**src/rtl/tx_top.sv**
```systemverilog
// rtl/tx_top.sv - UART transmitter: start/busy/done byte handshake, 8 data bits LSB first, optional parity, 1 or 2 stop bits
`timescale 1ns/1ps
module tx_top #(
  parameter int BPS_DIV    = 5208,
  parameter int PARITY_EN  = 0,
  parameter int PARITY_ODD = 0,
  parameter int STOP_BITS  = 1
) (
  input  logic       CLK,
  input  logic       RSTn,
  input  logic       TX_En_Sig,
  input  logic       TX_Start_Sig,
  input  logic [7:0] TX_Data,
  output logic       TX_Pin_Out,
  output logic       TX_Busy_Sig,
  output logic       TX_Done_Sig
);

  typedef enum logic [2:0] {IDLE, START, DATA, PARITY, STOP} state_t;

  state_t      state_q, state_d;
  logic [15:0] baud_q, baud_d;
  logic [2:0]  bit_idx_q, bit_idx_d;
  logic [7:0]  shift_q, shift_d;
  logic        par_q, par_d;
  logic        pin_q, pin_d;
  logic        busy_q, busy_d;
  logic        done_q, done_d;
  logic        bit_end;

  assign bit_end = (baud_q == 16'(BPS_DIV - 1));

  always_comb begin
    state_d   = state_q;
    baud_d    = bit_end ? 16'd0 : 16'(baud_q + 16'd1);
    bit_idx_d = bit_idx_q;
    shift_d   = shift_q;
    par_d     = par_q;
    done_d    = 1'b0;
    case (state_q)
      IDLE: begin
        baud_d = 16'd0;
        if (TX_En_Sig && TX_Start_Sig) begin
          shift_d   = TX_Data;
          par_d     = (^TX_Data) ^ (PARITY_ODD != 0);
          bit_idx_d = 3'd0;
          state_d   = START;
        end
      end
      START: if (bit_end) state_d = DATA;
      DATA: begin
        if (bit_end) begin
          shift_d   = {1'b0, shift_q[7:1]};
          bit_idx_d = 3'(bit_idx_q + 3'd1);
          if (bit_idx_q == 3'd7) begin
            bit_idx_d = 3'd0;
            state_d   = (PARITY_EN != 0) ? PARITY : STOP;
          end
        end
      end
      PARITY: if (bit_end) state_d = STOP;
      STOP: begin
        if (bit_end) begin
          if (bit_idx_q == 3'(STOP_BITS - 1)) begin
            bit_idx_d = 3'd0;
            state_d   = IDLE;
            done_d    = 1'b1;
          end else begin
            bit_idx_d = 3'(bit_idx_q + 3'd1);
          end
        end
      end
      default: state_d = IDLE;
    endcase
  end

  // The line is driven from the next state so each bit appears the cycle after its transition edge.
  always_comb begin
    pin_d  = 1'b1;
    busy_d = (state_d != IDLE);
    case (state_d)
      START:   pin_d = 1'b0;
      DATA:    pin_d = shift_d[0];
      PARITY:  pin_d = par_d;
      default: pin_d = 1'b1;
    endcase
  end

  always_ff @(posedge CLK or negedge RSTn) begin
    if (!RSTn) begin
      state_q   <= IDLE;
      baud_q    <= 16'd0;
      bit_idx_q <= 3'd0;
      shift_q   <= 8'd0;
      par_q     <= 1'b0;
      pin_q     <= 1'b1;
      busy_q    <= 1'b0;
      done_q    <= 1'b0;
    end else begin
      state_q   <= state_d;
      baud_q    <= baud_d;
      bit_idx_q <= bit_idx_d;
      shift_q   <= shift_d;
      par_q     <= par_d;
      pin_q     <= pin_d;
      busy_q    <= busy_d;
      done_q    <= done_d;
    end
  end

  assign TX_Pin_Out  = pin_q;
  assign TX_Busy_Sig = busy_q;
  assign TX_Done_Sig = done_q;

endmodule

```
**config.mk**
```make
export PLATFORM = sky130hd
export DESIGN_NAME = tx_top
export DESIGN_NICKNAME = d
export VERILOG_FILES = /design/src/rtl/tx_top.sv
export SDC_FILE = /design/constraint.sdc
export NUM_CORES = 1
export LEC_CHECK = 0
export CAP_MARGIN = 20
export CELL_PAD_IN_SITES_DETAIL_PLACEMENT = 1
export CELL_PAD_IN_SITES_GLOBAL_PLACEMENT = 2
export CORE_AREA = 8 8 71 97
export CTS_CLUSTER_SIZE = 40
export DETAILED_ROUTE_END_ITERATION = 8
export DIE_AREA = 0 0 79 105
export PLACE_DENSITY_LB_ADDON = 0.1
export SLEW_MARGIN = 0
export SYNTH_ARGS = -nofsm -noshare
export SYNTH_HDL_FRONTEND = slang
export SYNTH_SLANG_ARGS = --single-unit
```
**constraint.sdc**
```tcl
create_clock -name CLK -period 1.9 [get_ports CLK]
set_input_delay 0.38 -clock CLK [delete_from_list [all_inputs] [get_ports CLK]]
set_output_delay 0.38 -clock CLK [all_outputs]
set_load 0.01 [all_outputs]
```
==> key figures <==
Synthesis
  • Share of flip-flops with an asynchronous set or reset: 100.0%
  • Distinct cells, synth: 37
  • Synth area leader: dfrtp_1
  • YS warnings: 0
  • Seq/Total Area, Yosys: a little under 50%
  • Mapped Area: between 1500 and 2000 um2
  • Syn Inst Count: 173
  • Syn Nets: about 190
  • Synth top area cells: dfrtp_1 (48%), nand2_1 (5.6%), xor2_1 (5.5%), xnor2_1 (5.0%), nor2_1 (4.5%)
  • Top cell type's share of synthesized area: 47.52%
  • Syn_area_per_cell: about 10 um2
  • Flops & latches, synth: 34
  • Prevailing post-synth register cell: dfrtp_1
  • EDFF count, synth: 0

Final layout
  • Fin nets: 224
  • Finished Core Util: 40.17%
  • Fill cells: 652
  • Area grow syn2layout: 25.85%
  • Register area: 852.1 um2
  • Most frequent cells in the layout: dfrtp_1 (33), nand2_1 (26), nor2_1 (21), buf_4 (18), clkdlybuf4s50_1 (14)
  • Most common cell after layout, fill and taps aside: dfrtp_1
  • Antenna Cells: 0
  • Layout cell share with drive strength beyond 1: 17.70%
  • Multi-input gate area: 837.1 um2

Global routing
  • Initial antenna violation count: 0
  • Grt ovf: 0
  • Vias in the first global route: 1455
  • Global-route wire length before repair: 7134 um
  • Gr usage total: 10.73%
  • Largest net degree at the start of global routing: 35

STA
  • Final hold slack: 0.4759 ns
  • Total negative slack: 0 ns
  • RSZ-0062 raised after global routing: yes
  • Slew headroom: a little over two thirds
  • Final Slew Violations: 0
  • Tmin final: 1.785 ns
  • Setup Viol. Count Final: 0
  • Final Hold Violating Endpoints: 0
  • Clk_skew: between 0.007 and 0.008 ns
  • Worst-Margin Slew: between 0.4 and 0.5 ns
  • Final Cycle Share: 93.96%
  • Fmax: 0.5602 GHz

Clock tree
  • CTS Sinks: 34
  • Longest Clk Path Bufs: 2
  • Post-CTS Setup Bufs: 0
  • Clk Latency, worst-skew pair: 0.29 ns
  • CTS HTree Levels: 2
  • Post-cts resize count: 0
  • Root Buffer: clkbuf_8
  • CTS buffer count: 5
  • Post-CTS Hold Buffers: 0
  • Worst-path clk slew: roughly 0.070 ns
  • TritonCTS clock tree: built

Power
  • Power Dens Cells: 881.0 nW/um2
  • Int Pwr: roughly 1.4 mW
  • Pleak: 1.024 nW
  • Gate power share: about a quarter
  • Net Sw Frac: just under 30%
  • Power share of the sequential group: 48.1%
  • Clock share of power: 28.6%
  • Peak VDD IR: 524.6 uV
  • Psw: 0.5561 mW

Outcome
  • Status: completed

Hold path
  • Worst hold path type: reg -> reg

Floorplan
  • Core area: about 5400 um2
  • Die area: between 8000 and 9000 um2
  • Initial Util: 31.92%
  • Height of the die: 105 um
  • IO Pins: 15
  • # rows: 32
  • Die width: 79 um

Placed design
  • GPL Wtd Cong: 0.7354
  • Hpwl dp: 3034 um
  • PortBufs: 14

Route
  • Vias: around 1.3k
  • DR DRC count: 0
  • Routed WL per cell: 14.26 um
  • Detailed Route Iter0 Violations: 30
  • Drt pass-1 iters: 4
  • Final WL: 3949 um
  • Final ANT Viol Nets: 0
  • Vias per std cell: between 4 and 5

Worst setup path
  • Critical Path Sink Type: flip-flop
  • Type of the worst setup path: reg -> reg
  • Crit-path max FO: 7
  • Worst EP arrival: about 2 ns
  • Buf/Inv on CP: 1
  • CP top delay family: simple AND/OR/NAND/NOR gates
  • CP required: around 2.1 ns
  • Crit-path max cell delay: 0.42 ns
  • CP Cell Sequence: nor4b_4 -> nand4_4 -> buf_4 -> nor3_4 -> nor2_2 -> a21o_1 -> a2bb2oi_2
  • Critical Path Source Type: flip-flop
  • Slowest CP cell: dfrtp_1

Flow run
  • Max-Cap Viols: 0
[cell type report]
class	count	share of cell area [%]
clock inverter	1	0.2288
multi-input combinational	127	38.27
sequential	34	38.96
tap	68	3.890
inverter	7	1.201
timing repair buffer	33	13.50
clock buffer	7	3.947
[metal layers]
layer	global-route usage, %	vias up	wire [um]
li1	-	650	-
met1	11.61	654	1646
met2	18.92	14	2109
met3	3.173	6	126
met4	3.989	0	68
met5	0	-	0
[worst register-to-register path, stage by stage (launching register included)]
cell       delay, ns
dfrtp_1         0.42
nor4b_4         0.33
nand4_4         0.16
buf_4           0.18
nor3_4          0.21
nor2_2          0.07
a21o_1          0.21
a2bb2oi_2       0.16
[flip-flops by register name, indices dropped and copies added (netlist names)]
register     flops
baud_q          16
shift_q          8
bit_idx_q        3
state_q          3
TX_Busy_Sig      1
TX_Done_Sig      1
TX_Pin_Out       1
par_q            1
[cell usage after synthesis (2+ instances only)]
master    number
o21ai_0        6
nor2_1        21
nand3_1        8
clkbuf_1       2
and3_1         3
a21oi_1        3
xnor2_1       10
dfrtp_1       33
ha_1           4
buf_2          3
a22oi_1        6
nand2_1       26
nand4_1        2
nor3_1         3
nand2b_1       2
nor4b_4        2
xor2_1        11
a21o_1         3
inv_1          7
[power by group through the flow]
| stage | Sequential (mW) | Combinational (mW) | Clock (mW) |
|---|---|---|---|
| 2_1_floorplan | 0.936 | 0.244 | 0 |
| 3_3_place_gp | 0.940 | 0.423 | 0 |
| 3_5_place_dp | 0.946 | 0.435 | 0 |
| 4_1_cts | 0.932 | 0.437 | 0.584 |
| 5_1_grt | 0.941 | 0.523 | 0.607 |
| 6_report | 0.926 | 0.449 | 0.552 |
[stage by stage]
step	worst slack (ns)	cells	total power [mW]	cell area, um2
6_report	0.1148	277	1.927	2187
5_1_grt	-0.01864	277	2.072	2187
4_1_cts	0.01038	275	1.953	2172
3_5_place_dp	0.02768	267	1.381	2081
3_3_place_gp	0.05508	267	1.362	2081
2_1_floorplan	0.04106	173	1.180	1738
[logic make-up (layout without fill, tap and decap cells)]
logic type      count (synthesis)  in the layout  synth area share, %
compound gates                 22             22                8.711
xor+xnor                       21             21                10.58
fa+ha+maj                       4              4                2.880
buf+inv                        12             48                2.808
flops                          34             34                49.03
simple gates                   80             80                25.99
[final timing paths]
check                           cells past startpoint       start      endpoint  slack, ns
worst max-delay path                                7   baud_q[8]    TX_Pin_Out       0.11
worst min-delay path                                2  shift_q[6]    shift_q[6]       0.48
worst max register to register                      7   baud_q[8]    TX_Pin_Out       0.11
worst min register to register                      2  shift_q[6]    shift_q[6]       0.48
max in group asynchronous                           2        RSTn    TX_Pin_Out       1.06
min in group asynchronous                           2        RSTn  bit_idx_q[1]       0.50
Power figures use the tool's default switching activity.
